File: src/rtl/fp_int_to_float_seq.sv
// fp_int_to_float_seq
// Multi-cycle converter from a 32-bit integer to an IEEE-754 single-precision float.
// Normalisation shifts the magnitude left by one bit per cycle until bit 31 is set.
// A single rounding cycle then applies round-to-nearest-even.
// Valid/ready handshakes on both sides let the surrounding pipeline stall.
//
// Ports:
//   clk        system clock, rising edge
//   rst_n      asynchronous active-low reset
//   in_valid   in_int carries an operand
//   in_ready   block can accept an operand (state is IDLE)
//   in_int     32-bit integer operand, sampled only on the accepting edge
//   out_valid  out_float holds a finished result (state is DONE)
//   out_ready  consumer takes the result
//   out_float  registered IEEE-754 single result
//   busy       a conversion is in progress or waiting to be consumed
//
// Parameter SIGNED: 1 treats in_int as two's complement, 0 as unsigned.

module fp_int_to_float_seq #(
  parameter bit SIGNED = 1'b1
) (
  input  logic        clk,
  input  logic        rst_n,
  input  logic        in_valid,
  output logic        in_ready,
  input  logic [31:0] in_int,
  output logic        out_valid,
  input  logic        out_ready,
  output logic [31:0] out_float,
  output logic        busy
);

  typedef enum logic [1:0] {IDLE, NORM, ROUND, DONE} state_e;

  state_e      state_q, state_d;
  logic [31:0] mag_q, mag_d;
  logic [7:0]  exp_q, exp_d;
  logic        sign_q, sign_d;
  logic [31:0] float_q, float_d;

  logic        accept;
  logic        inSign;
  logic [31:0] inMag;
  logic        inZero;
  logic [22:0] mant;
  logic        roundUp;
  logic [23:0] mantSum;

  assign accept = in_valid && (state_q == IDLE);
  assign inSign = SIGNED ? in_int[31] : 1'b0;
  // The most negative value negates to itself, which is already the correct magnitude.
  assign inMag  = inSign ? (32'd0 - in_int) : in_int;
  assign inZero = (in_int == 32'd0);

  // Bit 31 of the normalised magnitude is the hidden one.
  // Below the 23 kept bits, bit 7 is the guard bit and bits 6..0 fold into sticky.
  assign mant    = mag_q[30:8];
  assign roundUp = mag_q[7] && ((|mag_q[6:0]) || mag_q[8]);
  assign mantSum = {1'b0, mant} + {23'd0, roundUp};

  // State register
  always_ff @(posedge clk or negedge rst_n) begin
    if (!rst_n) begin
      state_q <= IDLE;
    end else begin
      state_q <= state_d;
    end
  end

  // Next-state logic
  always_comb begin
    state_d = state_q;
    unique case (state_q)
      IDLE:  if (accept) state_d = inZero ? DONE : NORM;
      NORM:  if (mag_q[31]) state_d = ROUND;
      ROUND: state_d = DONE;
      DONE:  if (out_ready) state_d = IDLE;
      default: state_d = IDLE;
    endcase
  end

  // Output decode of the state
  always_comb begin
    in_ready  = (state_q == IDLE);
    out_valid = (state_q == DONE);
    busy      = (state_q != IDLE);
  end

  // Datapath next values: load on accept, shift while normalising, pack on round
  always_comb begin
    mag_d   = mag_q;
    exp_d   = exp_q;
    sign_d  = sign_q;
    float_d = float_q;
    unique case (state_q)
      IDLE: begin
        if (accept) begin
          sign_d = inSign;
          mag_d  = inMag;
          exp_d  = 8'd158;
          if (inZero) float_d = 32'd0;
        end
      end
      NORM: begin
        if (!mag_q[31]) begin
          mag_d = mag_q << 1;
          exp_d = exp_q - 8'd1;
        end
      end
      ROUND: begin
        // A mantissa carry leaves the low 23 bits at zero and bumps the exponent.
        float_d = {sign_q, exp_q + {7'd0, mantSum[23]}, mantSum[22:0]};
      end
      DONE: ;
      default: ;
    endcase
  end

  // Datapath registers
  always_ff @(posedge clk or negedge rst_n) begin
    if (!rst_n) begin
      mag_q   <= 32'd0;
      exp_q   <= 8'd0;
      sign_q  <= 1'b0;
      float_q <= 32'd0;
    end else begin
      mag_q   <= mag_d;
      exp_q   <= exp_d;
      sign_q  <= sign_d;
      float_q <= float_d;
    end
  end

  assign out_float = float_q;

endmodule

File: config.mk
export PLATFORM = sky130hd
export DESIGN_NAME = fp_int_to_float_seq
export DESIGN_NICKNAME = d
export VERILOG_FILES = /design/src/rtl/fp_int_to_float_seq.sv
export SDC_FILE = /design/constraint.sdc
export NUM_CORES = 1
export LEC_CHECK = 0
export BUFFER_PORTS_ARGS = -buffer_cell sky130_fd_sc_hd__buf_2
export CAP_MARGIN = 20
export CORE_UTILIZATION = 55
export CTS_BUF_LIST = sky130_fd_sc_hd__clkbuf_16
export CTS_CLUSTER_DIAMETER = 150
export CTS_CLUSTER_SIZE = 16
export DETAILED_ROUTE_END_ITERATION = 7
export PLACE_DENSITY = 0.78
export SYNTH_ARGS = -nofsm -noshare
export SYNTH_HDL_FRONTEND = slang
export SYNTH_SLANG_ARGS = --single-unit
File: constraint.sdc
create_clock -name clk -period 3.3 [get_ports clk]
set_input_delay 0.825 -clock clk [delete_from_list [all_inputs] [get_ports clk]]
set_output_delay 0.825 -clock clk [all_outputs]
set_load 0.01 [all_outputs]
Yosys cells after proc, flatten, opt, wreduce, memory -nomap -nowiden:

Cells that the tools add are included.

* register bits: 75
* bits of input ports: 36
* word-level logic and storage cells: 47

* add/subtract/negate cells: 4
* equal/unequal tests: 8
* mux-type cells: 15
* reductions and logical operators: 14

Operators by type and width (count)
* $mux 32: 5
* $pmux 32 s2: 2
* $logic_not 32->1: 1
* $sub 1x32->32 const A: 1
* $add 23x1->24: 1
* $mux 8: 2
* $pmux 8 s2: 1
* $reduce_and 3->1: 3
* $add 8x1->8: 1
* $mux 2: 4
* $pmux 2 s4: 1
* $sub 8x1->8 const B: 1
* $reduce_or 7->1: 1
* $ne 2x1->1 const B: 3
* $reduce_bool 2->1: 3
* $eq 2x2->1 const B: 2
* $ne 2x2->1 const B: 2
* $reduce_and 2->1: 2
* $eq 2x1->1 const B: 1
* $logic_and 1x1->1: 2
* $logic_not 2->1: 1
* $logic_or 1x1->1: 1

Longest topological paths before layout:

* depth after elaboration: 6
* depth in mapped cells: 10
* mapped depth without buffers: 9

Least setup slack after synthesis:

Ideal clock, no wire load.

* path type: input to register
* start: in in_int[0]
* end: reg float_q[7], in the netlist out_float[7]
* arrival: 2.614 ns
* data required time: 3.169 ns
* setup slack: 0.555 ns
* stages: 8
* buffers on the path: 1
* cell sequence: inv_1 -> ha_1 -> nor4b_1 -> nand4_1 -> nor4_4 -> mux2i_2 -> buf_2 -> o2bb2ai_1

* word-level cells in the longest chain between the ends: 3

Ends and longest elaborated chain
* start, declared: line 27 `input logic [31:0] in_int,`
* $logic_not 32->1: line 54 `assign inZero = (in_int == 32'd0);`
* $ne 2x1->1 (no source line)
* $reduce_and 3->1 (no source line)
* end signal, assigned: line 131 `float_q <= float_d;`
* end, declared: line 40 `logic [31:0] float_q, float_d;`

No other way between the ends.
A chain may end at the register's enable or synchronous reset.

Worst setup path after layout:

* start: reg mag_q[17]
* end: reg float_q[30], in the netlist out_float[30]

* word-level cells in the longest chain between the ends: 3

Ends and longest elaborated chain
* start, declared: line 37 `logic [31:0] mag_q, mag_d;`
* start signal, assigned: line 128 `mag_q <= mag_d;`
* $add 23x1->24: line 60 `assign mantSum = {1'b0, mant} + {23'd0, roundUp};`
* $add 8x1->8: line 113 `float_d = {sign_q, exp_q + {7'd0, mantSum[23]}, mantSum[22:0]};`
* $pmux 32 s2: line 96 `unique case (state_q)`

No other way between the ends.

==> out/results.tsv <==
metric	value	unit
run_status	finished, final reports clean	
gp_routability_congestion	0.830	
synth_adder_area_share	2.42	%
grt_max_degree	49	
tcrit_tclk_final	85.9	%
hp-class	reg -> reg	
final_layout_size_suffix_gt1_share	18.0	%
post-route-min-period	2830	ps
fmax	353	MHz
synthesis.nets	546	
die_area	0.00883	sq mm
core_region_area	0.00822	sq mm
crit_path_end_kind	flop	
synth_to_layout_area_growth	15.3	%
timing.hold.worst.start	out_float[13]$_DFFE_PN0P_	
cts_tree	built	
grt_use_total	26.8	%
ys_async_sr_fraction	100	%
worst-slew-pin-transition	748	ps
remaining_drc_errors	0	
critPathSlowestCell	sky130_fd_sc_hd__or3_1	
setup-tns-final	0	ps
fp.dieW	94.0	um
post_cts_resize_count	0	
dominantRegCellSynth	sky130_fd_sc_hd__dfrtp_1	
pwr_density_cell	820	mW/mm^2
vias	4106	
numCtsBuffers	9	
clk_latency	330	ps
synth.lib_cells_used.distinct	51	
clkSinkCount	75	
antenna-diode-count	0	
grt_first_pass_wirelength	18300	um
synth-seq-cells	75	
final-seq-area	0.00188	sq mm
number_of_buffers_inserted_to_repair_setup_after_cts	0	
antenna_found_initial	0	
compound_gate_portion_of_the_synthesized_area	19.1	%
cts_buffer_depth	2	
remaining_antenna_violation_count	0	
cts.clk_slew.worst_paths	50	ps
slew_violations	0	
area_occupied_by_multi_input_gates	0.00254	sq mm
hold_viol_final	0	
main_combinational_cell_family_by_area_after_synthesis	compound AO/OA/AOI/OAI gates	
max_slew_margin	50.2	%
count_of_flip_flops_with_a_built_in_enable_after_synthesis	0	
syn_area	0.00465	sq mm
area_leader_netlist	sky130_fd_sc_hd__dfrtp_1	
placement_rows	33	
ys_seq_area_share	40.4	%
setup.worst_path.start	mag_q[17]$_DFFE_PN0P_	
detail_route.wl_per_cell	16.4	um
detailedPlacementHpwl	7970	um
drt-total-wl	11000	um
cts_hold_buf	0	
post_synthesis_xor_xnor_area_fraction	10.4	%
cellLeakagePower	2.38	nW
crit_path_max_fanout	9	
clock-root-buffer	sky130_fd_sc_hd__clkbuf_16	
synthMuxAreaShare	4.22	%
irDropWorstVdd	0.286	mV
vias_in_the_first_global_route	3691	
die_h	94.0	um
grt.overflow.total	0	
max_cap_viol_count	0	
worstSetupStartpointType	flop	
power	4.40	mW
synthCells	501	
worst_path_largest_cell_delay	560	ps
final_nets	610	
worst-endpoint-required	3560	ps
firstDrtPassIters	6	
synthesis.yosys.warnings	0	
synth.avg_cell_area	9.28	sq um
portBuffers	70	
initial_utilization	56.6	%
synth.top_cell.area_share	40.4	%
viasPerCell	6.11	
finalSetupViolations	0	
criticalPathCategory	reg -> reg	
fill_cells	687	
synthesized_area_fraction_occupied_by_and_or_nand_nor_cells	18.2	%
cts-htree-levels	3	
r2r_start	mag_q[17]$_DFFE_PN0P_	
setup_repair_after_global_routing_missed_its_margin	no	
boundaryPins	71	
worstPathArrival	3090	ps
dominant_cells_by_area_after_synthesis	sky130_fd_sc_hd__dfrtp_1, sky130_fd_sc_hd__xor2_1, sky130_fd_sc_hd__xnor2_1	
path_cells	nand4_1 -> or3_1 -> nor4_1 -> ha_1 -> and3_1 -> and4_1 -> nand2_1 -> xor2_1 -> o2bb2ai_1	
skew	5.06	ps
drt_iter0_drc	344	
[worst paths after layout]
check,slack [ps],cells past startpoint,endpoint
worst max-delay path,470,9,out_float[30]$_DFFE_PN0P_
min in group asynchronous,530,1,out_float[9]$_DFFE_PN0P_
worst min-delay path,480,1,out_float[13]$_DFFE_PN0P_
worst max register to register,470,9,out_float[30]$_DFFE_PN0P_
worst min register to register,480,1,out_float[13]$_DFFE_PN0P_
max in group asynchronous,2100,2,mag_q[12]$_DFFE_PN0P_
[placed cells by master (no fill, tap or decap), drive strengths merged, types with 4 or more instances in the layout]
| master | Yosys | routed |
|---|---|---|
| dfrtp | 75 | 75 |
| or4 | 6 | 6 |
| o41ai | 12 | 12 |
| nand2b | 5 | 5 |
| a22oi | 4 | 4 |
| clkbuf | 21 | 9 |
| xor2 | 34 | 34 |
| nor3 | 13 | 13 |
| xnor2 | 21 | 21 |
| o21ai | 32 | 32 |
| and3 | 11 | 11 |
| mux2i | 17 | 17 |
| or3 | 5 | 5 |
| nand3 | 8 | 8 |
| nor2 | 13 | 13 |
| inv | 32 | 35 |
| nand2 | 46 | 46 |
| ha | 9 | 9 |
| a21oi | 27 | 27 |
| o31a | 4 | 4 |
| a2bb2oi | 5 | 5 |
| o31ai | 10 | 10 |
| o2bb2ai | 18 | 18 |
| nor4 | 9 | 9 |
| a31oi | 5 | 5 |
| nand4 | 10 | 10 |
| buf | 7 | 81 |
| and2 | 5 | 5 |
[cells in the mapped netlist (all sizes together) (2+ instances only)]
| cell type | number |
|---|---|
| a21oi | 27 |
| a221oi | 2 |
| a22oi | 4 |
| a2bb2oi | 5 |
| a31oi | 5 |
| and2 | 5 |
| and3 | 11 |
| and4 | 3 |
| buf | 7 |
| clkbuf | 21 |
| dfrtp | 75 |
| ha | 9 |
| inv | 32 |
| mux2 | 2 |
| mux2i | 17 |
| nand2 | 46 |
| nand2b | 5 |
| nand3 | 8 |
| nand3b | 3 |
| nand4 | 10 |
| nor2 | 13 |
| nor2b | 3 |
| nor3 | 13 |
| nor3b | 3 |
| nor4 | 9 |
| o211ai | 3 |
| o21a | 3 |
| o21ai | 32 |
| o221ai | 3 |
| o2bb2ai | 18 |
| o31a | 4 |
| o31ai | 10 |
| o41ai | 12 |
| or2 | 3 |
| or3 | 5 |
| or4 | 6 |
| or4b | 2 |
| or4bb | 3 |
| xnor2 | 21 |
| xor2 | 34 |
[logic make-up after synthesis]
kind of cell             count (synthesis)
XOR/XNOR                                55
AND/OR/NAND/NOR                        152
buffers and inverters                   60
flip-flops                              75
multiplexers                            19
adder cells (fa/ha/maj)                  9
AO/OA/AOI/OAI                          131
[where the power goes]
group / total, mW / internal, mW / switching (mW)
Clock: 0.825 / 0.484 / 0.341
Combinational: 1.90 / 0.814 / 1.08
Sequential: 1.68 / 1.29 / 0.385
[critical path: cells and delay by family, from the launching register on]
kind | cells | cell delay, ps
AND/OR/NAND/NOR | 6 | 1760
flip-flops | 1 | 460
adder cells (fa/ha/maj) | 1 | 250
XOR/XNOR | 1 | 140
AO/OA/AOI/OAI | 1 | 130
[layer usage]
layer	GRT usage, %	up-vias	wire length (um)
met3	5.18	15	775
met2	39.7	190	4920
met1	39.2	1953	5180
met5	0	-	0
met4	9.23	0	166
li1	-	1948	-
[sequential cells by signal, indices dropped and copies added, names as in the netlist]
name,count
mag_q,32
out_float,32
exp_q,8
state_q,2
sign_q,1
[layout make-up]
type | count | area share [%]
inverter | 32 | 2.24
clock buffer | 9 | 4.20
multi-input combinational | 366 | 47.3
clock inverter | 4 | 0.280
tap | 105 | 2.45
sequential | 75 | 35.0
timing repair buffer | 81 | 8.54
[through the flow]
step / instance area, sq um / instances / worst slack (ps) / utilization [%] / hold WS [ps]
6_report: 5360 / 672 / 466 / 65.3 / 484
5_1_grt: 5360 / 672 / 166 / 65.3 / 499
4_1_cts: 5360 / 672 / 463 / 65.3 / 489
3_5_place_dp: 5120 / 659 / 180 / 62.3 / 472
3_3_place_gp: 5120 / 659 / 251 / 62.3 / 469
2_1_floorplan: 4650 / 501 / 555 / - / 450
No activity file was read; power rests on OpenSTA's default activity.
